`src/rtl/alu_uart_sequencer_if.sv`:
```
// alu_uart_sequencer_if
//   Bundles the UART receive/transmit handshake and the ALU operand and
//   result signals seen by alu_uart_sequencer.
//   master : the sequencer. It samples the i_* signals and drives the o_* signals.
//   slave  : the environment (UART rx/tx and ALU). It drives i_* and samples o_*.
// Parameters: N_BITS (byte/operand width), N_OP (ALU opcode width).
interface alu_uart_sequencer_if #(
    parameter int N_BITS = 8,
    parameter int N_OP   = 6
);
    logic [N_BITS-1:0] i_rx_data;     // received byte, valid with i_rx_done
    logic              i_rx_done;     // one-cycle pulse per received byte
    logic [N_BITS-1:0] i_alu_result;  // combinational ALU output
    logic              i_tx_busy;     // transmitter busy
    logic              i_tx_done;     // one-cycle pulse at end of a tx byte
    logic [N_BITS-1:0] o_A;           // ALU operand A
    logic [N_BITS-1:0] o_B;           // ALU operand B
    logic [N_OP-1:0]   o_Op;          // ALU opcode
    logic [N_BITS-1:0] o_tx_data;     // byte to transmit
    logic              o_tx_start;    // one-cycle transmit request
    logic              o_drop;        // received byte discarded
    logic              o_timeout;     // partial frame abandoned
    logic              o_busy;        // frame in progress

    modport master (
        input  i_rx_data, i_rx_done, i_alu_result, i_tx_busy, i_tx_done,
        output o_A, o_B, o_Op, o_tx_data, o_tx_start, o_drop, o_timeout, o_busy
    );

    modport slave (
        output i_rx_data, i_rx_done, i_alu_result, i_tx_busy, i_tx_done,
        input  o_A, o_B, o_Op, o_tx_data, o_tx_start, o_drop, o_timeout, o_busy
    );
endinterface

```
`src/rtl/alu_uart_sequencer.sv`:
```
// alu_uart_sequencer
//   Receives three UART bytes in order (operand A, operand B, opcode). It then
//   presents them to a combinational ALU, captures the result and hands that
//   result to the UART transmitter.
//   A counter limits the gap between the bytes of one frame. When the gap is
//   too long the partial frame is abandoned, so a lost byte cannot shift
//   every later frame out of step.
//   Bytes that arrive while a result is being produced or sent are dropped
//   and reported.
// Ports:
//   i_clk   : clock
//   i_reset : synchronous, active-high reset
//   bus     : alu_uart_sequencer_if.master (UART rx/tx handshake, ALU operands/result)
// Parameters:
//   N_BITS      : byte and operand width
//   N_OP        : opcode width (low bits of the opcode byte)
//   TIMEOUT_CYC : allowed cycles between bytes of one frame (0 = no timeout)
// Optional build macro:
//   ALU_OP_CHECK_EN : check the opcode byte against the supported operations.
//                     An unknown opcode sends 0xFF instead of a result.
// All outputs are registered.
module alu_uart_sequencer #(
    parameter int N_BITS      = 8,
    parameter int N_OP        = 6,
    parameter int TIMEOUT_CYC = 50000000
) (
    input  logic                 i_clk,
    input  logic                 i_reset,
    alu_uart_sequencer_if.master bus
);
    typedef enum logic [2:0] {
        WAIT_A, WAIT_B, WAIT_OP, EXEC, SEND, WAIT_TX
    } state_t;

    localparam int             CNT_W    = $clog2(TIMEOUT_CYC + 2);
    localparam bit             TO_EN    = (TIMEOUT_CYC > 0);
    localparam logic [CNT_W-1:0] CNT_MAX  = CNT_W'(TIMEOUT_CYC);
    localparam logic [CNT_W-1:0] CNT_LAST = CNT_W'(TIMEOUT_CYC - 1);

    state_t             state_q, state_n;
    logic [CNT_W-1:0]   cnt_q, cnt_n;
    logic [N_BITS-1:0]  a_n, b_n, tx_data_n;
    logic [N_OP-1:0]    op_n;
    logic               start_n, drop_n, timeout_n, busy_n;
    logic               expire;

`ifdef ALU_OP_CHECK_EN
    function automatic logic op_valid(input logic [N_BITS-1:0] b);
        case (b)
            N_BITS'(8'h20), N_BITS'(8'h22), N_BITS'(8'h24), N_BITS'(8'h25),
            N_BITS'(8'h26), N_BITS'(8'h27), N_BITS'(8'h03), N_BITS'(8'h02):
                op_valid = 1'b1;
            default: op_valid = 1'b0;
        endcase
    endfunction
`endif

    // Expiry happens on the edge where the counter would reach TIMEOUT_CYC,
    // so the pulse appears TIMEOUT_CYC cycles after the last accepted byte.
    assign expire = TO_EN && (cnt_q == CNT_LAST);

    always_comb begin
        state_n   = state_q;
        cnt_n     = cnt_q;
        a_n       = bus.o_A;
        b_n       = bus.o_B;
        op_n      = bus.o_Op;
        tx_data_n = bus.o_tx_data;
        start_n   = 1'b0;
        drop_n    = 1'b0;
        timeout_n = 1'b0;
        case (state_q)
            WAIT_A: begin
                if (bus.i_rx_done) begin
                    a_n     = bus.i_rx_data;
                    cnt_n   = '0;
                    state_n = WAIT_B;
                end
            end
            WAIT_B: begin
                // A byte arriving on the expiry cycle wins over the timeout.
                if (bus.i_rx_done) begin
                    b_n     = bus.i_rx_data;
                    cnt_n   = '0;
                    state_n = WAIT_OP;
                end else if (expire) begin
                    timeout_n = 1'b1;
                    cnt_n     = '0;
                    state_n   = WAIT_A;
                end else if (TO_EN && cnt_q != CNT_MAX) begin
                    cnt_n = cnt_q + 1'b1;
                end
            end
            WAIT_OP: begin
                if (bus.i_rx_done) begin
                    cnt_n = '0;
`ifdef ALU_OP_CHECK_EN
                    if (op_valid(bus.i_rx_data)) begin
                        op_n    = bus.i_rx_data[N_OP-1:0];
                        state_n = EXEC;
                    end else begin
                        // Unknown opcode: skip the ALU and report the error byte.
                        tx_data_n = '1;
                        state_n   = SEND;
                    end
`else
                    op_n    = bus.i_rx_data[N_OP-1:0];
                    state_n = EXEC;
`endif
                end else if (expire) begin
                    timeout_n = 1'b1;
                    cnt_n     = '0;
                    state_n   = WAIT_A;
                end else if (TO_EN && cnt_q != CNT_MAX) begin
                    cnt_n = cnt_q + 1'b1;
                end
            end
            EXEC: begin
                // The operands have settled during this cycle. Capture the
                // result. If the transmitter is idle, also request the send now.
                // This places o_tx_start in the cycle after EXEC.
                drop_n    = bus.i_rx_done;
                tx_data_n = bus.i_alu_result;
                if (!bus.i_tx_busy) begin
                    start_n = 1'b1;
                    state_n = WAIT_TX;
                end else begin
                    state_n = SEND;
                end
            end
            SEND: begin
                drop_n = bus.i_rx_done;
                if (!bus.i_tx_busy) begin
                    start_n = 1'b1;
                    state_n = WAIT_TX;
                end
            end
            WAIT_TX: begin
                drop_n = bus.i_rx_done;
                if (bus.i_tx_done) state_n = WAIT_A;
            end
            default: state_n = WAIT_A;
        endcase
        busy_n = (state_n != WAIT_A);
    end

    always_ff @(posedge i_clk) begin
        if (i_reset) begin
            state_q        <= WAIT_A;
            cnt_q          <= '0;
            bus.o_A        <= '0;
            bus.o_B        <= '0;
            bus.o_Op       <= '0;
            bus.o_tx_data  <= '0;
            bus.o_tx_start <= 1'b0;
            bus.o_drop     <= 1'b0;
            bus.o_timeout  <= 1'b0;
            bus.o_busy     <= 1'b0;
        end else begin
            state_q        <= state_n;
            cnt_q          <= cnt_n;
            bus.o_A        <= a_n;
            bus.o_B        <= b_n;
            bus.o_Op       <= op_n;
            bus.o_tx_data  <= tx_data_n;
            bus.o_tx_start <= start_n;
            bus.o_drop     <= drop_n;
            bus.o_timeout  <= timeout_n;
            bus.o_busy     <= busy_n;
        end
    end
endmodule

```
`src/flat_wrapper.sv`:
```
// flat-port wrapper written by rule: the top's interface ports become plain ports
module alu_uart_sequencer_flat 
#(
    parameter int N_BITS      = 8,
    parameter int N_OP        = 6,
    parameter int TIMEOUT_CYC = 50000000
)
  (i_clk, i_reset, bus_i_rx_data, bus_i_rx_done, bus_i_alu_result, bus_i_tx_busy, bus_i_tx_done, bus_o_A, bus_o_B, bus_o_Op, bus_o_tx_data, bus_o_tx_start, bus_o_drop, bus_o_timeout, bus_o_busy);
  alu_uart_sequencer_if #(.N_BITS(N_BITS), .N_OP(N_OP)) bus_i ();
  input  logic i_clk;
  input  logic i_reset;
  input wire logic [$bits(bus_i.i_rx_data)-1:0] bus_i_rx_data;
  input wire logic [$bits(bus_i.i_rx_done)-1:0] bus_i_rx_done;
  input wire logic [$bits(bus_i.i_alu_result)-1:0] bus_i_alu_result;
  input wire logic [$bits(bus_i.i_tx_busy)-1:0] bus_i_tx_busy;
  input wire logic [$bits(bus_i.i_tx_done)-1:0] bus_i_tx_done;
  output wire logic [$bits(bus_i.o_A)-1:0] bus_o_A;
  output wire logic [$bits(bus_i.o_B)-1:0] bus_o_B;
  output wire logic [$bits(bus_i.o_Op)-1:0] bus_o_Op;
  output wire logic [$bits(bus_i.o_tx_data)-1:0] bus_o_tx_data;
  output wire logic [$bits(bus_i.o_tx_start)-1:0] bus_o_tx_start;
  output wire logic [$bits(bus_i.o_drop)-1:0] bus_o_drop;
  output wire logic [$bits(bus_i.o_timeout)-1:0] bus_o_timeout;
  output wire logic [$bits(bus_i.o_busy)-1:0] bus_o_busy;
  assign bus_i.i_rx_data = bus_i_rx_data;
  assign bus_i.i_rx_done = bus_i_rx_done;
  assign bus_i.i_alu_result = bus_i_alu_result;
  assign bus_i.i_tx_busy = bus_i_tx_busy;
  assign bus_i.i_tx_done = bus_i_tx_done;
  assign bus_o_A = bus_i.o_A;
  assign bus_o_B = bus_i.o_B;
  assign bus_o_Op = bus_i.o_Op;
  assign bus_o_tx_data = bus_i.o_tx_data;
  assign bus_o_tx_start = bus_i.o_tx_start;
  assign bus_o_drop = bus_i.o_drop;
  assign bus_o_timeout = bus_i.o_timeout;
  assign bus_o_busy = bus_i.o_busy;
  alu_uart_sequencer #(.N_BITS(N_BITS), .N_OP(N_OP), .TIMEOUT_CYC(TIMEOUT_CYC)) u_core (.i_clk(i_clk), .i_reset(i_reset), .bus(bus_i));
endmodule
```
`config.mk`:
```
export PLATFORM = sky130hd
export DESIGN_NAME = alu_uart_sequencer_flat
export DESIGN_NICKNAME = d
export VERILOG_FILES = /design/src/rtl/alu_uart_sequencer_if.sv /design/src/rtl/alu_uart_sequencer.sv /design/src/flat_wrapper.sv
export SDC_FILE = /design/constraint.sdc
export NUM_CORES = 1
export LEC_CHECK = 0
export ABC_AREA = 1
export BUFFER_PORTS_ARGS = -buffer_cell sky130_fd_sc_hd__buf_2
export CORE_ASPECT_RATIO = 2
export CORE_UTILIZATION = 30
export CTS_CLUSTER_DIAMETER = 60
export DETAILED_ROUTE_END_ITERATION = 16
export SLEW_MARGIN = 20
export SYNTH_ARGS = -nofsm -noshare
export SYNTH_HDL_FRONTEND = slang
export SYNTH_SLANG_ARGS = --single-unit
```
`constraint.sdc`:
```
create_clock -name i_clk -period 3.25 [get_ports i_clk]
set_input_delay 0.65 -clock i_clk [delete_from_list [all_inputs] [get_ports i_clk]]
set_output_delay 0.65 -clock i_clk [all_outputs]
set_load 0.05 [all_outputs]
```
==> reports/results.ini, run 1 <==
[worst_setup_path]
reg2reg_from=u_core.cnt_q[4]
r2r_slack_ns=1.19
cpMostUsedCell=nor2_1
crit_buf_inv=1
crit_slowest_cell=dfxtp_1
r2r_cells=9
worstSetupPathType=flip-flop to flip-flop
slowest_delay_ns=0.41
worstSetupStartpointType=flip-flop
arrival_ns=2.27
worst-path-stages=9
worstPathRequired_ns=3.46
endpoint_kind=flip-flop
worstPathMaxFanout=5
critical_path.cell_chain=nand2_1 > nor2_1 > nand3_1 > inv_1 > nand2_1 > nor2_1 > nor2_1 > o21ai_0 > a21oi_1
r2r-end=u_core.cnt_q[21]
crit_family=simple AND/OR/NAND/NOR gates

[timing]
grt_setup_unrepaired=no
finalClockSkew_ns=0.00744
hold_viol_final=0
finalCritPeriodShare=0.633
fin_setup_tns_ns=0
setup_viol=0
maxSlewViolCount=0
finalCriticalPeriod_ns=2.06
worst_pin_slew_ns=0.599
fmax_mhz=486
relSlewSlack=0.599

[yosys]
synth_top_area_frac=0.397
synth-adder-area-share=0.00787
yosys.area.top_type=dfxtp_1
synth_warnings=0
synth.avg_cell_area_um2=6.73
synth_seq_cells=63
synth-xor-area-share=0.00827
ys_seq_area_frac=0.397
synth-edff-count=0
synth_area_mm2=0.00318
post_synth_mux_area_share=0
syn-instance-count=472
synth_top_family_by_area=simple AND/OR/NAND/NOR gates
ys_types=27
synth_compound_area_frac=0.115
ys.flop_type=dfxtp_1
synthSimpleGateAreaFrac=0.383
syn_nets=495
async_flop_share=0
synthTopCellsByArea=dfxtp_1 (40%), nor2_1 (13%), nand2_1 (11%)

[power_and_ir_drop]
p_leak_nw=1.69
p_switching_w=0.000635
seqPwrFrac=0.376
comb_power_share=0.145
pwr-share-clk=0.479
p_int_w=0.00155
power_density_mw_per_mm2=560
ir_drop_mv=0.336
switching_share=0.290

[final_layout]
layout_common_cells=nor2_1 (111), nand2_1 (89), dfxtp_1 (63)
layout-drive-gt1-share=0.199
stdcell_area_mm2=0.00391
nets=555
fillers=1079
diodes=0
area_delta_synth_final_pct=23.0
layout_commonest_cell=nor2_1

[drt]
wirelength_um=9520
wl_per_cell_um=14.2
route.antenna.remaining_nets=0
viasPerCell=4.84
via_count=3252
dr.pass1.iters=5
drc=0
drtIter0Drc=104

[global_route]
grt.met2_usage=0.349
antenna_found_initial=0
overflow=0
grt_max_degree=36
grt_pass1_vias=3228
track_usage=0.183
grt_pass1_wl_um=14900
use_met3=0.0334
grt_util_met1=0.151
busiest_layer=met2

[outcome]
status=finished, final reports clean

[cts]
cts_sinks=63
cts_resized=0
cts_tree=done
cts-root-buf=clkbuf_16
cts_max_level=3
clkLatencyLatePin_ns=0.34
path_clk_slew_ns=0.06
cts_setup_buffers=0
cts_buffers=9
postCtsHoldBufs=0
clockBufferDepth=2

[hold_path]
hold_path_class=flip-flop to flip-flop
whs_endpoint=u_core.bus.o_B[4]
hp-start=u_core.bus.o_B[4]
min_path_cells=2

[floorplanning]
ios=55
die-height_um=148
die_area_mm2=0.0110
dieWidth_um=74.8
rows=52
initial_core_util=0.311
core_area_mm2=0.0102

[job]
max_cap_viol_count=0

[placed_design]
postPlaceCellArea_mm2=0.00359
port-buffer-count=54
dp_hpwl_um=7420
place_congestion=0.976

kinds of logic (layout without fill, tap and decap cells):
logic type / count (synthesis) / count (layout)
AND/OR/NAND/NOR: 268 / 268
AO/OA/AOI/OAI: 65 / 65
flip-flops: 63 / 63
adder cells (fa/ha/maj): 2 / 2
XOR/XNOR: 3 / 3
buffers and inverters: 71 / 136
cell usage after synthesis, types with 2 or more instances:
master,count
a21oi_1,15
a21oi_2,7
clkbuf_1,4
dfxtp_1,63
ha_1,2
inv_1,59
inv_2,5
nand2_1,89
nand2_2,5
nand2_4,4
nand3_1,20
nand3_2,9
nand4_1,10
nor2_1,111
nor2_2,2
nor2_4,2
nor3_1,11
nor4_1,3
o21ai_0,41
xor2_1,3
power groups by stage:
| stage | combinational (W) | clock [W] | sequential [W] |
|---|---|---|---|
| after detailed placement | 0.000319 | 0 | 0.000839 |
| final | 0.000318 | 0.00105 | 0.000823 |
| after global placement | 0.000316 | 0 | 0.000839 |
| after floorplan | 0.000144 | 0 | 0.000931 |
| after CTS | 0.000320 | 0.00106 | 0.000823 |
| after global routing | 0.000341 | 0.00109 | 0.000826 |
flip-flops by register name, summed over array words and instances (netlist names):
name and flops:
u_core.cnt_q 26, u_core.bus.o_A 8, u_core.bus.o_B 8, u_core.bus.o_tx_data 8
u_core.bus.o_Op 6, u_core.state_q 3, u_core.bus.o_busy 1, u_core.bus.o_drop 1
u_core.bus.o_timeout 1, u_core.bus.o_tx_start 1
worst register-to-register path, stage by stage (launching register included):
cell	delay (ns)
dfxtp_1	0.41
nand2_1	0.14
nor2_1	0.39
nand3_1	0.15
inv_1	0.14
nand2_1	0.06
nor2_1	0.22
nor2_1	0.10
o21ai_0	0.25
a21oi_1	0.08
layer usage:
metal / up-vias / wire, um
met5: - / 0
met4: 0 / 714
met3: 40 / 362
met2: 112 / 5330
met1: 1486 / 3110
li1: 1614 / -
stage by stage:
| step | worst slack (ns) | std cells | utilization | power, W | hold slack [ns] |
|---|---|---|---|---|---|
| 2_1_floorplan | 1.60 | 472 | - | 0.00108 | 0.463 |
| 3_3_place_gp | 1.21 | 656 | 0.351 | 0.00115 | 0.462 |
| 3_5_place_dp | 1.13 | 656 | 0.351 | 0.00116 | 0.478 |
| 4_1_cts | 1.22 | 672 | 0.383 | 0.00221 | 0.490 |
| 5_1_grt | 1.11 | 672 | 0.383 | 0.00226 | 0.497 |
| 6_report | 1.19 | 672 | 0.383 | 0.00219 | 0.480 |
layout make-up:
| class | instances | area [um^2] | share of cell area |
|---|---|---|---|
| multi-input combinational | 338 | 1640 | 0.418 |
| timing repair buffer | 55 | 278 | 0.0711 |
| sequential | 63 | 1260 | 0.323 |
| clock inverter | 6 | 92.6 | 0.0237 |
| tap | 135 | 169 | 0.0432 |
| clock buffer | 10 | 229 | 0.0586 |
| inverter | 65 | 244 | 0.0624 |
worst max path at each step:
stage                          startpoint  slack, ns           endpoint
after floorplan           u_core.cnt_q[0]       1.60    u_core.cnt_q[5]
after global placement      bus_i_rx_done       1.21  u_core.bus.o_A[6]
after detailed placement    bus_i_rx_done       1.13  u_core.bus.o_A[6]
after CTS                 u_core.cnt_q[4]       1.22   u_core.cnt_q[21]
after global routing      u_core.cnt_q[4]       1.11   u_core.cnt_q[21]
final                     u_core.cnt_q[4]       1.19   u_core.cnt_q[21]
No activity file was read; power rests on OpenSTA's default activity.
==> run 2, diff against run 1 <==
Clock period 3.25 ns to 1.7 ns, I/O delays scaled along.
==> run 2 against run 1 <==
Net effect:
- clock skew fell by 0.0020 ns
- register-to-register slack lost 1.1 ns
- wire length up 4.1%
- total power increased by 99%
- sequential share of layout area decreased by 3.9 points
- combinational power is 130% higher
- critical path depth grew 3
- largest cell class unchanged
==> reports/results.ini, run 2 (synthesized netlist as in run 1, its figures left out) <==
[final_layout]
diodes=0
regMostFlops=u_core.cnt_q
fillers=1030
layout_commonest_cell=nor2_1
layout-drive-gt1-share=0.324
largest_register_ffs=26
layout_common_cells=nor2_1 (102), nand2_1 (84), inv_1 (57)
nets=610
area_delta_synth_final_pct=41.3

[worst_setup_path]
slowest_delay_ns=0.35
crit_buf_inv=2
worstSetupPathType=flip-flop to flip-flop
worstSetupStartpointType=flip-flop
crit_slowest_cell=dfxtp_1
critical_path.cell_chain=inv_2 > nand2_1 > nor2_1 > nand2_1 > nor2_1 > nand2_2 > nand2_4 > nand2_8 > nand2_8 > buf_4 > nand3_2 > a21oi_2
crit_family=simple AND/OR/NAND/NOR gates
r2r_cells=12
arrival_ns=1.90
worstPathMaxFanout=5
reg2reg_from=u_core.cnt_q[8]
endpoint_kind=flip-flop
r2r_slack_ns=0.07
r2r-end=u_core.cnt_q[15]
worstPathRequired_ns=1.97

[outcome]
status=finished, final reports clean

[drt]
wirelength_um=9910
drtIter0Drc=118
route.antenna.remaining_nets=0
wl_per_cell_um=13.6
via_count=3464
dr.pass1.iters=4
drc=0
viasPerCell=4.76

[job]
max_cap_viol_count=0

[global_route]
grt_pass1_wl_um=15600
grt.met2_usage=0.354
grt_util_met1=0.173
overflow=0
antenna_found_initial=0
grt_pass1_vias=3467
use_met3=0.0375
busiest_layer=met2
grt_max_degree=36
track_usage=0.187

[cts]
postCtsHoldBufs=0
clockBufferDepth=2
clkLatencyLatePin_ns=0.33
cts_sinks=63
cts-root-buf=clkbuf_16
path_clk_slew_ns=0.06
cts_tree=done
cts_buffers=9
cts_max_level=3

[floorplanning]
die-height_um=148
dieWidth_um=74.8
ios=55
die_area_mm2=0.0110
rows=52
core_area_mm2=0.0102
initial_core_util=0.311

[hold_path]
hp-start=bus_i_tx_busy
hold_path_class=input pin to flip-flop
whs_endpoint=u_core.bus.o_tx_start
min_path_cells=2

[timing]
maxSlewViolCount=0
grt_setup_unrepaired=yes
worst_pin_slew_ns=0.376
hold_viol_final=0
relSlewSlack=0.748
finalClockSkew_ns=0.00541
fmax_mhz=614
finalCriticalPeriod_ns=1.63
finalCritPeriodShare=0.958
setup_viol=0
holdWs_ns=0.195

[placed_design]
port-buffer-count=54
place_congestion=0.895
dp_hpwl_um=7580

[power_and_ir_drop]
p_leak_nw=2.01
power_w=0.00435
power_density_mw_per_mm2=969
ir_drop_mv=0.731

## run 2: cell count changes in the layout (fill, tap and decap cells not counted), sizes merged
cell      previous run  this run
buf                 55       108
inv                 66        64
clkinv               1         4
clkinvlp             2         1
nand2               99       101
## run 2: worst max path at each step
stage / from / to / slack (ns) / cells after the start
after CTS: u_core.cnt_q[0] / u_core.cnt_q[23] / 0.005 / 11
after detailed placement: u_core.cnt_q[1] / u_core.cnt_q[14] / 0.01 / 13
after global placement: u_core.cnt_q[4] / u_core.cnt_q[22] / 0.06 / 12
final: u_core.cnt_q[8] / u_core.cnt_q[15] / 0.07 / 12
after global routing: u_core.cnt_q[0] / u_core.cnt_q[14] / -0.03 / 12
after floorplan: u_core.cnt_q[0] / u_core.cnt_q[5] / 0.05 / 12
## run 2: per-layer routing
layer / part of all wire / wire length [um] / up-vias
met5: 0 / 0 / -
met4: 0.056 / 558 / 0
met3: 0.036 / 356 / 37
met2: 0.56 / 5560 / 114
met1: 0.35 / 3430 / 1575
li1: - / - / 1738
## run 2: layout make-up
class                   count  area [um^2]  share of cell area
multi-input cells         340         1790               0.398
inverters                  65          244              0.0543
repair buffers            108          683               0.152
flip-flops and latches     63         1280               0.284
clock buffers              10          239              0.0532
well taps                 135          169              0.0376
clock inverters             6         93.8              0.0209
## run 2: where the power goes
part           leakage, nW  total [W]  internal [W]  switching, W
clock                0.159    0.00204       0.00133      0.000707
sequential           0.516    0.00157       0.00154     0.0000358
combinational         1.34   0.000741      0.000211      0.000530
## run 2: metrics by stage
stage | worst slack [ns] | util | area [um^2] | setup TNS [ns] | std cells
floorplan | 0.0473 | - | 3180 | 0 | 472
global placement | 0.0556 | 0.388 | 3960 | 0 | 706
detailed placement | 0.0147 | 0.388 | 3960 | 0 | 706
CTS | 0.00500 | 0.421 | 4300 | 0 | 722
global route | -0.0264 | 0.440 | 4490 | -0.112 | 727
finish | 0.0714 | 0.440 | 4490 | 0 | 727
## run 2: what timing repair did
| item | in CTS | in global routing |
|---|---|---|
| endpoints found under the setup margin | 1 | 27 |
| buffers inserted | 0 | 3 |
| gates resized for setup | 1 | 43 |
| pin swaps | 0 | 11 |
| gates cloned | 0 | 2 |
==> run 3, diff against run 2 <==
Settings changed: ABC_AREA 1 to unset.
==> run 3 against run 2 <==
Net effect:
- global-route usage is 2.2 points lower
- flip-flop and latch count stayed put
- clock skew is 0.0014 ns higher
- area after synthesis is 12% lower
- first-iteration DRC count is 25% lower
- critical endpoint is now u_core.bus.o_busy
- sequential share of layout area is 3.6 points higher
- the run now ends with negative setup slack left
- wire length is 24% lower
- synthesized cell count is 30% lower
==> reports/results.ini, run 3 <==
[worst_setup_path]
endpoint_kind=flip-flop
critical_path.cell_chain=buf_4 > and4_4 > and4b_1 > nand3_4 > a211o_1 > a211o_1
worstPathRequired_ns=1.92
worstPathMaxFanout=5
crit_family=simple AND/OR/NAND/NOR gates
cpMostUsedCell=a211o_1
r2r_slack_ns=-0.008
slowest_delay_ns=0.34
worstSetupPathType=flip-flop to flip-flop
crit_buf_inv=1
crit_slowest_cell=dfxtp_1
worstSetupStartpointType=flip-flop
arrival_ns=1.93

[final_layout]
regMostFlops=u_core.cnt_q
largest_register_ffs=26
layout_common_cells=nand2_1 (60), buf_2 (54), dfxtp_1 (52)
stdcell_area_mm2=0.00399
layout_commonest_cell=nand2_1
post-route-util=0.442
diodes=0
final_cells=536
nets=453
area_delta_synth_final_pct=42.3
layout-drive-gt1-share=0.392

[floorplanning]
ios=55
rows=49
die-height_um=139
initial_core_util=0.311
core_area_mm2=0.00901
die_area_mm2=0.00976
dieWidth_um=70.3

[global_route]
grt_pass1_vias=2800
grt_pass1_wl_um=12700
antenna_found_initial=0
track_usage=0.165
grt_max_degree=40
overflow=0

[placed_design]
postPlaceCellArea_mm2=0.00355
place_inst=519
port-buffer-count=54
pre_cts_ws_ns=-0.0735
place_congestion=0.852
dp_hpwl_um=5560

[timing]
finalCritPeriodShare=1.00
setup_viol=1
finalClockSkew_ns=0.00680
relSlewSlack=0.708
hold_viol_final=0
grt_setup_unrepaired=yes
fmax_mhz=586
maxSlewViolCount=0
finalCriticalPeriod_ns=1.71
worst_pin_slew_ns=0.439
fin_ws_ns=-0.00779

[yosys]
synth-edff-count=0
async_flop_share=0
synth_area_mm2=0.00280
syn_nets=352
yosys.area.top_type=dfxtp_1
synth_commonest_cells=dfxtp_1 (63), nand2_1 (60), a21oi_1 (31)
synth.avg_cell_area_um2=8.52
ys.flop_type=dfxtp_1
syn-instance-count=329
synth_most_common_cell=dfxtp_1
ys_seq_area_frac=0.450
synth_top_area_frac=0.450
synth_seq_cells=63
synthTopCellsByArea=dfxtp_1 (45%), nand2_1 (8.0%), a21oi_1 (5.5%)
synth_warnings=0
ys_types=45

[cts]
clockBufferDepth=2
cts_max_level=3
cts_sinks=63
path_clk_slew_ns=0.05
cts_tree=done
clkLatencyLatePin_ns=0.33
cts-root-buf=clkbuf_16
postCtsHoldBufs=0
cts_buffers=9

[outcome]
violations=negative setup slack
status=complete, but fails checks

[hold_path]
hold_path_class=input pin to flip-flop

[drt]
drc=0
viasPerCell=4.96
dr.pass1.iters=4
wirelength_um=7570
wl_per_cell_um=14.1
drtIter0Drc=89
route.antenna.remaining_nets=0
via_count=2659

[power_and_ir_drop]
ir_drop_mv=0.858
p_leak_nw=1.67
power_density_mw_per_mm2=945
power_w=0.00377

[job]
max_cap_viol_count=0

run 3: layout make-up:
class,instances,area (um^2)
multi-input cells,240,1570
clock inverters,3,17.5
flip-flops and latches,63,1280
clock buffers,12,267
inverters,7,26.3
well taps,102,128
repair buffers,109,707
fillers,869,5020
run 3: report_power, final:
group	leakage, nW	internal, W	switching [W]	total [W]
clock	0.140	0.00109	0.000640	0.00173
combinational	1.02	0.000160	0.000329	0.000489
sequential	0.516	0.00152	0.0000273	0.00155
total	1.67	0.00277	0.000996	0.00377
run 3: metal layers:
| layer | up-vias | wire [um] | GRT usage |
|---|---|---|---|
| met5 | - | 0 | 0 |
| met4 | 0 | 212 | 0.0863 |
| met3 | 16 | 255 | 0.0414 |
| met2 | 58 | 4310 | 0.316 |
| met1 | 1238 | 2800 | 0.155 |
| li1 | 1347 | - | - |
run 3: metrics by stage:
| step | hold slack, ns | TNS [ns] |
|---|---|---|
| after floorplan | 0.419 | -0.0399 |
| after global placement | 0.439 | -0.302 |
| after detailed placement | 0.444 | -0.634 |
| after CTS | 0.197 | -0.510 |
| after global routing | 0.197 | -1.24 |
| final | 0.206 | -0.00779 |
run 3: repair_timing:
action / 4_1_cts / 5_1_grt
buffers inserted: 2 / 0
cloned: 0 / 0
pin swaps: 17 / 8
gates resized for setup: 23 / 13
endpoints found under the setup margin: 26 / 27
run 3: kinds of logic after synthesis:
| family | after synthesis | synth area share |
|---|---|---|
| multiplexers | 6 | 0.0214 |
| flip-flops | 63 | 0.450 |
| adder cells (fa/ha/maj) | 2 | 0.00893 |
| buffers and inverters | 26 | 0.0406 |
| AO/OA/AOI/OAI | 47 | 0.102 |
| AND/OR/NAND/NOR | 164 | 0.311 |
| XOR/XNOR | 21 | 0.0656 |
run 3: path summary, 6_finish.rpt:
check / startpoint / end / cells after the start
worst max-delay path: u_core.cnt_q[3] / u_core.bus.o_busy / 6
worst min-delay path: bus_i_tx_busy / u_core.bus.o_tx_start / 2
worst max register to register: u_core.cnt_q[3] / u_core.bus.o_busy / 6
worst min register to register: u_core.bus.o_tx_data[5] / u_core.bus.o_tx_data[5] / 2
